File: src/rtl/ext_bus_arbiter.sv
// Round-robin arbiter sharing one external header-plus-data bus master port
// between NUM_REQ requesters; sequences header, write beats and read beats.
module ext_bus_arbiter #(
   parameter int unsigned NUM_REQ  = 3,
   parameter int unsigned WIDTH    = 32,
   parameter int unsigned CLSIZE_E = 6
) (
   input  logic                       clk,
   input  logic                       rst,
   input  logic [NUM_REQ-1:0]         IN_req,
   input  logic [NUM_REQ-1:0]         IN_reqWrite,
   input  logic [2*NUM_REQ-1:0]       IN_reqSize,
   input  logic [29*NUM_REQ-1:0]      IN_reqAddr,
   input  logic [WIDTH*NUM_REQ-1:0]   IN_wdata,
   output logic [NUM_REQ-1:0]         OUT_reqAck,
   output logic [NUM_REQ-1:0]         OUT_wdataPop,
   output logic [WIDTH-1:0]           OUT_rdata,
   output logic [NUM_REQ-1:0]         OUT_rdataValid,
   output logic                       OUT_rdataLast,
   output logic                       OUT_busy,
   output logic                       OUT_busValid,
   output logic [WIDTH-1:0]           OUT_bus,
   input  logic                       IN_busReady,
   input  logic [WIDTH-1:0]           IN_bus
);

   localparam int unsigned IDX_W = (NUM_REQ > 1) ? $clog2(NUM_REQ) : 1;
   localparam int unsigned CNT_W = (CLSIZE_E > 2) ? CLSIZE_E - 2 : 1;
   localparam int unsigned BEATS = 1 << (CLSIZE_E - 2);

   typedef enum logic [1:0] {IDLE, HDR, WDATA, RDATA} state_t;

   // Latched transaction header; field order is the on-bus header layout.
   typedef struct packed {
      logic        write;
      logic [1:0]  size;
      logic [28:0] addr;
   } hdr_t;

   state_t           state, nextState;
   hdr_t             curHdr;
   logic [IDX_W-1:0] grant, rrPtr, selIdx;
   logic             selFound;
   logic [CNT_W-1:0] beatCnt;
   logic             beat, lastBeat;

   function automatic logic [IDX_W-1:0] wrapIdx(input logic [31:0] v);
      return IDX_W'(v % NUM_REQ);
   endfunction

   assign beat     = (state != IDLE) && IN_busReady;
   assign lastBeat = (curHdr.size != 2'd3) || (beatCnt == CNT_W'(BEATS - 1));

   // Round-robin pick: first active request at or after the pointer.
   always_comb begin
      selFound = 1'b0;
      selIdx   = '0;
      for (int unsigned k = 0; k < NUM_REQ; k++) begin
         if (!selFound && IN_req[wrapIdx(32'(rrPtr) + k)]) begin
            selFound = 1'b1;
            selIdx   = wrapIdx(32'(rrPtr) + k);
         end
      end
   end

   // State register.
   always_ff @(posedge clk) begin
      if (!rst) state <= IDLE;
      else      state <= nextState;
   end

   // Next state and bus-side outputs; ack/pop fire in the handshake cycle.
   always_comb begin
      nextState    = state;
      OUT_busValid = 1'b0;
      OUT_bus      = '0;
      OUT_reqAck   = '0;
      OUT_wdataPop = '0;
      OUT_busy     = (state != IDLE);
      case (state)
         IDLE: begin
            if (selFound) nextState = HDR;
         end
         HDR: begin
            OUT_busValid = 1'b1;
            OUT_bus      = WIDTH'(curHdr);
            if (beat) begin
               OUT_reqAck[grant] = 1'b1;
               nextState         = curHdr.write ? WDATA : RDATA;
            end
         end
         WDATA: begin
            OUT_busValid = 1'b1;
            OUT_bus      = IN_wdata[32'(grant)*WIDTH +: WIDTH];
            if (beat) begin
               OUT_wdataPop[grant] = 1'b1;
               if (lastBeat) nextState = IDLE;
            end
         end
         RDATA: begin
            OUT_busValid = 1'b1;
            if (beat && lastBeat) nextState = IDLE;
         end
      endcase
   end

   // Grant/header latch, beat counter, RR pointer and registered read return.
   always_ff @(posedge clk) begin
      if (!rst) begin
         grant          <= '0;
         rrPtr          <= '0;
         curHdr         <= '0;
         beatCnt        <= '0;
         OUT_rdata      <= '0;
         OUT_rdataValid <= '0;
         OUT_rdataLast  <= 1'b0;
      end else begin
         OUT_rdataValid <= '0;
         OUT_rdataLast  <= 1'b0;
         case (state)
            IDLE: begin
               if (selFound) begin
                  grant  <= selIdx;
                  curHdr <= hdr_t'({IN_reqWrite[selIdx],
                                    IN_reqSize[2*32'(selIdx) +: 2],
                                    IN_reqAddr[29*32'(selIdx) +: 29]});
               end
            end
            HDR: begin
               if (beat) beatCnt <= '0;
            end
            WDATA, RDATA: begin
               if (beat) begin
                  if (state == RDATA) begin
                     OUT_rdata             <= IN_bus;
                     OUT_rdataValid[grant] <= 1'b1;
                     OUT_rdataLast         <= lastBeat;
                  end
                  if (lastBeat) rrPtr   <= wrapIdx(32'(grant) + 1);
                  else          beatCnt <= beatCnt + CNT_W'(1);
               end
            end
         endcase
      end
   end

endmodule

File: config.mk
export PLATFORM = sky130hd
export DESIGN_NAME = ext_bus_arbiter
export DESIGN_NICKNAME = d
export VERILOG_FILES = /design/src/rtl/ext_bus_arbiter.sv
export SDC_FILE = /design/constraint.sdc
export NUM_CORES = 1
export LEC_CHECK = 0
export ABC_AREA = 1
export BUFFER_PORTS_ARGS = -buffer_cell sky130_fd_sc_hd__buf_2
export CELL_PAD_IN_SITES_DETAIL_PLACEMENT = 1
export CELL_PAD_IN_SITES_GLOBAL_PLACEMENT = 1
export CORE_MARGIN = 2
export CORE_UTILIZATION = 28
export DETAILED_ROUTE_END_ITERATION = 6
export GPL_ROUTABILITY_DRIVEN = 0
export PLACE_DENSITY = 0.82
export SLEW_MARGIN = 20
export SYNTH_ARGS = -nofsm -noshare
export SYNTH_HDL_FRONTEND = slang
export SYNTH_SLANG_ARGS = --single-unit
File: constraint.sdc
create_clock -name clk -period 2.5 [get_ports clk]
set_clock_uncertainty 0.1 [all_clocks]
set_input_delay 0.125 -clock clk [delete_from_list [all_inputs] [get_ports clk]]
set_output_delay 0.125 -clock clk [all_outputs]
set_load 0.03 [all_outputs]
==> results of run 1 <==
[power by group]
group | leakage [nW] | internal [mW] | switching (mW)
combinational | 3.29 | 1.49 | 3.14
sequential | 0.638 | 1.60 | 0.318
clock | 0.156 | 0.879 | 0.580
total | 4.09 | 3.97 | 4.04
[logic make-up after synthesis]
family | count (synthesis) | synth area share [%]
adders and majority gates | 13 | 3.174
xor gates and xnor gates | 1 | 0.1709
DFF | 78 | 30.47
and+or+nand+nor | 356 | 29.57
buffers and inverters | 162 | 12.45
AOI/OAI and AO/OA | 246 | 24.17
[area by class of cell]
class                           instances  area [um^2]
Inverter                               99        374.1
Fill cell                            2475        10100
Timing Repair Buffer                  388         2371
Antenna cell                            5        12.51
Tap cell                              229        286.5
Clock inverter                          7        95.09
Clock buffer                            9        225.2
Multi-Input combinational cell        616         2937
Sequential cell                        78         1562
[metal layers]
layer  track usage, %  up-vias  wire, um
met2            43.94      287     12410
li1                 -     3471         -
met4            11.27        0      1083
met5                0        -         0
met3            4.405       73      1428
met1            33.68     3314     11470
[worst max-delay path, cell delays in order (launching register included)]
cell	delay [ns]
dfxtp_1	0.37
inv_1	0.09
ha_1	0.40
inv_1	0.11
nand3_1	0.09
nand2_1	0.08
nand2_1	0.09
nor2_2	0.05
nand2_2	0.08
buf_4	0.34
nand3_1	0.16
nand3_1	0.12
a21oi_1	0.06
[final timing paths]
| kind | start | end | slack [ns] |
|---|---|---|---|
| setup / recovery | rrPtr[0] | curHdr[5] | 0.20 |
| hold / removal | IN_reqAddr[72] | curHdr[14] | 0.01 |
| setup reg to reg | rrPtr[0] | curHdr[5] | 0.20 |
| hold reg to reg | beatCnt[2] | beatCnt[2] | 0.39 |
[cell usage after synthesis (5+ instances only)]
cell type and count:
a21oi_1 104, buf_2 14, clkbuf_1 42, dfxtp_1 78, ha_1 13, inv_1 96, nand2_1 119, nand2_2 6
nand3_1 110, nor2_1 110, nor3_1 7, o21ai_0 134, o21ai_1 5
[what timing repair did]
item,CTS,global route
setup buffers,0,0
gates resized for setup,0,5
endpoints found under the setup margin,0,30
endpoints found under the hold margin,62,0
hold buffers,62,0
[registers in the layout, indices dropped and copies added (netlist names)]
| name | flops |
|---|---|
| state | 2 |
| OUT_rdataLast | 1 |
| OUT_rdata | 32 |
| rrPtr | 2 |
| grant | 2 |
| OUT_rdataValid | 3 |
| beatCnt | 4 |
| curHdr | 32 |
==> results.json, run 1 <==
{
  "io_pins": 306,
  "r2r_cells": 12,
  "synth_cell_types": 24,
  "cp.required_ns": 2.64,
  "firstDrtPassIters": 4,
  "wl_per_cell_um": 18.44,
  "async_reset_ff_share_pct": 0,
  "min_period_ns": 2.300,
  "root_buffer": "clkbuf_16",
  "dp_slack_ns": 0.09451,
  "setup_ws_ns": 0.1996,
  "grt_max_degree": 53,
  "die_height_um": 139.3,
  "arrival_ns": 2.44,
  "area_delta_synth_final_pct": 53.42,
  "worstMarginPinSlew_ns": 0.5276,
  "chipWidth_um": 139.3,
  "final_cell_mix": "buf_2, o21ai_0, nand2_1, nand3_1, nor2_1",
  "fin_total_pwr_mw": 8.009,
  "drt_iter0_markers": 377,
  "nets": 1435,
  "peakVddDrop_mv": 0.4183,
  "groute.usage.overall_pct": 26.36,
  "crit_fanout": 32,
  "synthCells": 856,
  "layout.cells.non_filler": 1431,
  "synth_fp_nets": 1099,
  "fin_setup_tns_ns": 0,
  "crit_path_end_kind": "register",
  "setup.worst_path.start_class": "register",
  "rows": 49,
  "start_util_pct": 28.53,
  "final_common_cell": "buf_2",
  "htree_levels": 3,
  "synth-edff-count": 0,
  "post-route-util_pct": 43.77,
  "setup_viol": 0,
  "place_area_um2": 6894,
  "slew_headroom_pct": 64.83,
  "leakagePower_nw": 4.089,
  "hold_depth": 3,
  "rsz0062_at_grt": "no",
  "fmax_ghz": 0.4347,
  "cap_violations": 0,
  "ctsLongestPathBuffers": 2,
  "grt_pass1_vias": 7447,
  "final_max_slew_viol_count": 0,
  "placedCellCount": 1348,
  "core_area_um2": 17960,
  "antenna_found_initial": 5,
  "drc_errors": 0,
  "final_antenna_net_count": 0,
  "cts_tree": "yes",
  "timing.final.crit_share_pct": 92.01,
  "dp.final_hpwl_um": 18130,
  "drive_gt1_share_pct": 29.91,
  "synth_area_um2": 5125,
  "hold_path_class": "input port to register",
  "final_area_um2": 7863,
  "clk_pin_slew_ns": 0.06,
  "synth.area.top_cells": "dfxtp_1, o21ai_0, nand3_1",
  "ys_ff_latch": 78,
  "synthFlopType": "dfxtp_1",
  "port_buffers": 305,
  "holdWs_ns": 0.01015,
  "avgViaCountPerCell": 4.993,
  "syn_area_per_cell_um2": 5.987,
  "path_class": "register to register",
  "hold_viol": 0,
  "finalWirelength_um": 26390,
  "overflow": 0,
  "status": "finished clean",
  "yosysTopAreaCell": "dfxtp_1",
  "clk_latency_ns": 0.34,
  "ys_warn_count": 0,
  "p_per_area_nw_per_um2": 1019,
  "yosys.area.top_type_share_pct": 30.47,
  "grt_pass1_wl_um": 40650,
  "ys_seq_area_share_pct": 30.47,
  "numCtsBuffers": 9,
  "vias": 7145,
  "dieArea_um2": 19400,
  "clock_sinks": 78
}
No activity file was read; power rests on OpenSTA's default activity.
==> run 2: changes to the inputs <==
Settings changed: PLACE_DENSITY 0.82 to not set, PLACE_DENSITY_LB_ADDON set to 0.1.
==> results.json, run 2 (synthesis gave the netlist of run 1 again) <==
{
  "final_cell_mix": "buf_2, o21ai_0, nand2_1, nand3_1, nor2_1",
  "cts_tree": "yes",
  "status": "finished clean",
  "crit_slowest_cell": "inv_1",
  "nets": 1441,
  "path_buf_inv": 4,
  "top_regs": "OUT_rdata (32), curHdr (32), beatCnt (4)",
  "dp.final_hpwl_um": 18220,
  "crit_path_end_kind": "output port",
  "slew_headroom_pct": 58.20,
  "dp_slack_ns": 0.1495,
  "clk_pin_slew_ns": 0.06,
  "vias": 6949,
  "cap_violations": 0,
  "leakagePower_nw": 4.101,
  "final_area_um2": 7858,
  "hold_path_class": "input port to register",
  "path_delay_family": "buffers and inverters",
  "io_pins": 306,
  "crit_top_cell": "inv_1",
  "placedCellCount": 1353,
  "chipWidth_um": 139.3,
  "p_per_area_nw_per_um2": 1001,
  "cp.required_ns": 2.28,
  "fin_setup_tns_ns": 0,
  "fmax_ghz": 0.4325,
  "cts_setup_buffers": 0,
  "cp_slowest_stage_delay_ns": 0.45,
  "final_antenna_net_count": 0,
  "start_util_pct": 28.53,
  "dieArea_um2": 19400,
  "numCtsBuffers": 9,
  "wl_per_cell_um": 16.83,
  "timing.final.crit_share_pct": 92.49,
  "place_area_um2": 6907,
  "port_buffers": 305,
  "min_period_ns": 2.312,
  "avgViaCountPerCell": 4.843,
  "core_area_um2": 17960,
  "finalWirelength_um": 24150,
  "setup.worst_path.start_class": "register",
  "area_delta_synth_final_pct": 53.32,
  "grt_pass1_vias": 7122,
  "final_max_slew_viol_count": 0,
  "crit_fanout": 17,
  "final_common_cell": "buf_2",
  "die_height_um": 139.3,
  "clk_latency_ns": 0.35,
  "root_buffer": "clkbuf_16",
  "rsz0062_at_grt": "no",
  "setup_viol": 0,
  "clock_sinks": 78,
  "firstDrtPassIters": 4,
  "grt_pass1_wl_um": 38300,
  "arrival_ns": 2.09,
  "drc_errors": 0,
  "drive_gt1_share_pct": 30.17,
  "groute.usage.overall_pct": 24.50,
  "overflow": 0,
  "grt_max_degree": 49,
  "rows": 49,
  "worstMarginPinSlew_ns": 0.6269,
  "antenna_found_initial": 2,
  "peakVddDrop_mv": 0.4268,
  "setup_ws_ns": 0.1877,
  "crit_chain": "inv_1 > ha_1 > inv_1 > buf_12 > a21oi_1 > buf_2",
  "layout.cells.non_filler": 1435,
  "htree_levels": 3,
  "hold_viol": 0,
  "drt_iter0_markers": 207,
  "post-route-util_pct": 43.74,
  "ctsLongestPathBuffers": 2,
  "path_class": "register to output port"
}
==> run 2: repair_timing <==
item | 4_1_cts | 5_1_grt
resized for setup | 0 | 4
endpoints found under the setup margin | 0 | 33
hold endpoints to repair | 63 | 0
hold buffers | 63 | 0
==> run 2: per-stage QoR <==
stage                     hold slack [ns]  power [mW]
after floorplan                    0.1599       4.786
after CTS                        0.004242       7.904
after detailed placement           0.2540       6.415
after global routing              0.04715       8.555
final                             0.01398       7.866
after global placement             0.2484       6.395
==> run 2: final timing paths <==
check	start	depth (start not counted)	slack, ns	to
min reg2reg	beatCnt[2]	2	0.39	beatCnt[2]
max reg2reg	rrPtr[0]	12	0.27	curHdr[14]
max	state[0]	6	0.19	OUT_bus[30]
min	IN_reqAddr[16]	5	0.01	curHdr[16]
==> run 2: power by group <==
part / leakage, nW / switching, mW / internal [mW]
clock network: 0.151 / 0.579 / 0.788
logic: 3.31 / 3.06 / 1.50
registers: 0.638 / 0.338 / 1.60
==> run 2: worst min-delay path: cells and delay by family <==
kind | cells | cell delay [ns]
buffers and inverters | 2 | 0.14
AND/OR/NAND/NOR | 2 | 0.10
AO/OA/AOI/OAI | 1 | 0.05
==> run 2: final cells by class <==
type	instances	area, um^2
Tap cell	229	286.5
Multi-Input combinational cell	616	2930
Antenna cell	3	7.507
Fill cell	2468	10110
Timing Repair Buffer	394	2394
Clock buffer	9	225.2
Clock inverter	7	78.83
Inverter	99	374.1
Sequential cell	78	1562
==> run 2: routing by layer <==
metal / GRT usage, % / vias to the layer above / wire [um]
met5: 0 / - / 0
met4: 7.549 / 0 / 518
met3: 3.785 / 28 / 1412
met2: 40.97 / 227 / 11370
met1: 32.55 / 3203 / 10850
li1: - / 3491 / -
==> run 3: changes to the inputs <==
Settings changed: REMOVE_ABC_BUFFERS set to 1.
==> results.json, run 3 (synthesis gave the netlist of run 1 again) <==
{
  "ctsLongestPathBuffers": 2,
  "clockPowerShare_pct": 16.9,
  "clock_sinks": 78,
  "final_area_um2": 7839,
  "p_int_mw": 3.767,
  "fmax_ghz": 0.4502,
  "slew_headroom_pct": 55.66,
  "setup.worst_path.start_class": "register",
  "drt_iter0_markers": 231,
  "drc_errors": 0,
  "layout.cells.non_filler": 1434,
  "final_antenna_net_count": 0,
  "cap_violations": 0,
  "grt_pass1_vias": 7418,
  "final_cell_mix": "buf_2, o21ai_0, nand2_1, nand3_1, nor2_1",
  "antenna_found_initial": 4,
  "hold_path_class": "input port to register",
  "placedCellCount": 1351,
  "worstMarginPinSlew_ns": 0.6651,
  "grt_pass1_wl_um": 38520,
  "final_max_slew_viol_count": 0,
  "crit_path_end_kind": "register",
  "arrival_ns": 2.36,
  "htree_levels": 3,
  "holdWs_ns": 0.01355,
  "rows": 49,
  "root_buffer": "clkbuf_16",
  "peakVddDrop_mv": 0.4313,
  "crit_fanout": 32,
  "drive_gt1_share_pct": 30.14,
  "port_buffers": 305,
  "firstDrtPassIters": 5,
  "timing.final.crit_share_pct": 88.84,
  "clk_pin_slew_ns": 0.07,
  "io_pins": 306,
  "cts_tree": "yes",
  "cp.required_ns": 2.64,
  "setup_viol": 0,
  "status": "finished clean",
  "die_height_um": 139.3,
  "p_sw_share_pct": 51.34,
  "p_sw_mw": 3.975,
  "area_delta_synth_final_pct": 52.95,
  "post-route-util_pct": 43.64,
  "start_util_pct": 28.53,
  "combPwrFrac_pct": 59.8,
  "power.share.sequential_pct": 23.3,
  "nets": 1439,
  "wl_per_cell_um": 16.66,
  "avgViaCountPerCell": 4.810,
  "place_area_um2": 6907,
  "finalWirelength_um": 23890,
  "chipWidth_um": 139.3,
  "overflow": 0,
  "core_area_um2": 17960,
  "p_per_area_nw_per_um2": 987.7,
  "numCtsBuffers": 9,
  "grt_max_degree": 41,
  "top_regs": "OUT_rdata (32), curHdr (32), beatCnt (4)",
  "final_common_cell": "buf_2",
  "rsz0062_at_grt": "no",
  "dp.final_hpwl_um": 16810,
  "path_class": "register to register",
  "groute.usage.overall_pct": 24.63,
  "dieArea_um2": 19400,
  "leakagePower_nw": 4.076,
  "clk_latency_ns": 0.35,
  "min_period_ns": 2.221,
  "vias": 6898,
  "hold_viol": 0
}
-- run 3: cell types whose count changed in the layout (fill, tap and decap cells not counted), sizes merged --
cell,change
diode,+1
clkinv,-2
clkinvlp,+2
buf,-2
bufinv,-1
inv,+1
-- run 3: routing by layer --
metal | global-route usage (%) | share of wire, % | vias up
met5 | 0 | 0 | -
met1 | 28.90 | 42 | 3173
met2 | 44.58 | 50 | 208
met3 | 5.162 | 6.0 | 35
met4 | 8.081 | 2.1 | 0
li1 | - | - | 3482
-- run 3: final cells by class --
class | instances | area [um^2]
fill | 2466 | 10120
multi-input combinational | 616 | 2933
timing repair buffer | 392 | 2387
sequential | 78 | 1562
inverter | 99 | 374.1
tap | 229 | 286.5
clock buffer | 9 | 225.2
clock inverter | 7 | 61.31
antenna | 4 | 10.01
-- run 3: worst paths after layout --
| check | from | endpoint | slack, ns | cells past startpoint |
|---|---|---|---|---|
| min | IN_reqAddr[3] | curHdr[3] | 0.01 | 5 |
| min reg2reg | beatCnt[2] | beatCnt[2] | 0.40 | 2 |
| max reg2reg | rrPtr[0] | curHdr[11] | 0.28 | 12 |
| max | rrPtr[0] | curHdr[11] | 0.28 | 12 |
-- run 3: through the flow --
step                      total power, mW  TNS, ns  setup slack (ns)
after global routing                8.443        0          0.004506
after global placement              6.349        0            0.2519
after floorplan                     4.522   -19.48           -0.5073
after CTS                           7.810        0            0.1224
final                               7.742        0            0.2789
after detailed placement            6.376        0            0.1841
-- run 3: timing repair --
action                                  in CTS  in global routing
endpoints found under the setup margin       0                 32
resized for setup                            0                  3
setup buffers                                0                  0
hold endpoints to repair                    63                  0
hold buffers                                63                  0
-- run 3: worst max-delay path, cell delays in order, from the launching register on --
cell,delay [ns]
dfxtp_1,0.36
inv_1,0.09
ha_2,0.38
inv_1,0.08
nand3_1,0.08
nand2_1,0.09
nand2_1,0.09
nor2_2,0.05
nand2_2,0.08
buf_4,0.39
nand3_1,0.15
nand3_1,0.10
a21oi_1,0.06
-- run 3: power by group through the flow --
stage	Combinational [mW]	Clock (mW)	Sequential, mW
after CTS	4.66	1.36	1.80
after global routing	5.20	1.40	1.84
after global placement	4.53	0	1.82
final	4.63	1.31	1.80
after floorplan	2.61	0	1.91
after detailed placement	4.56	0	1.82
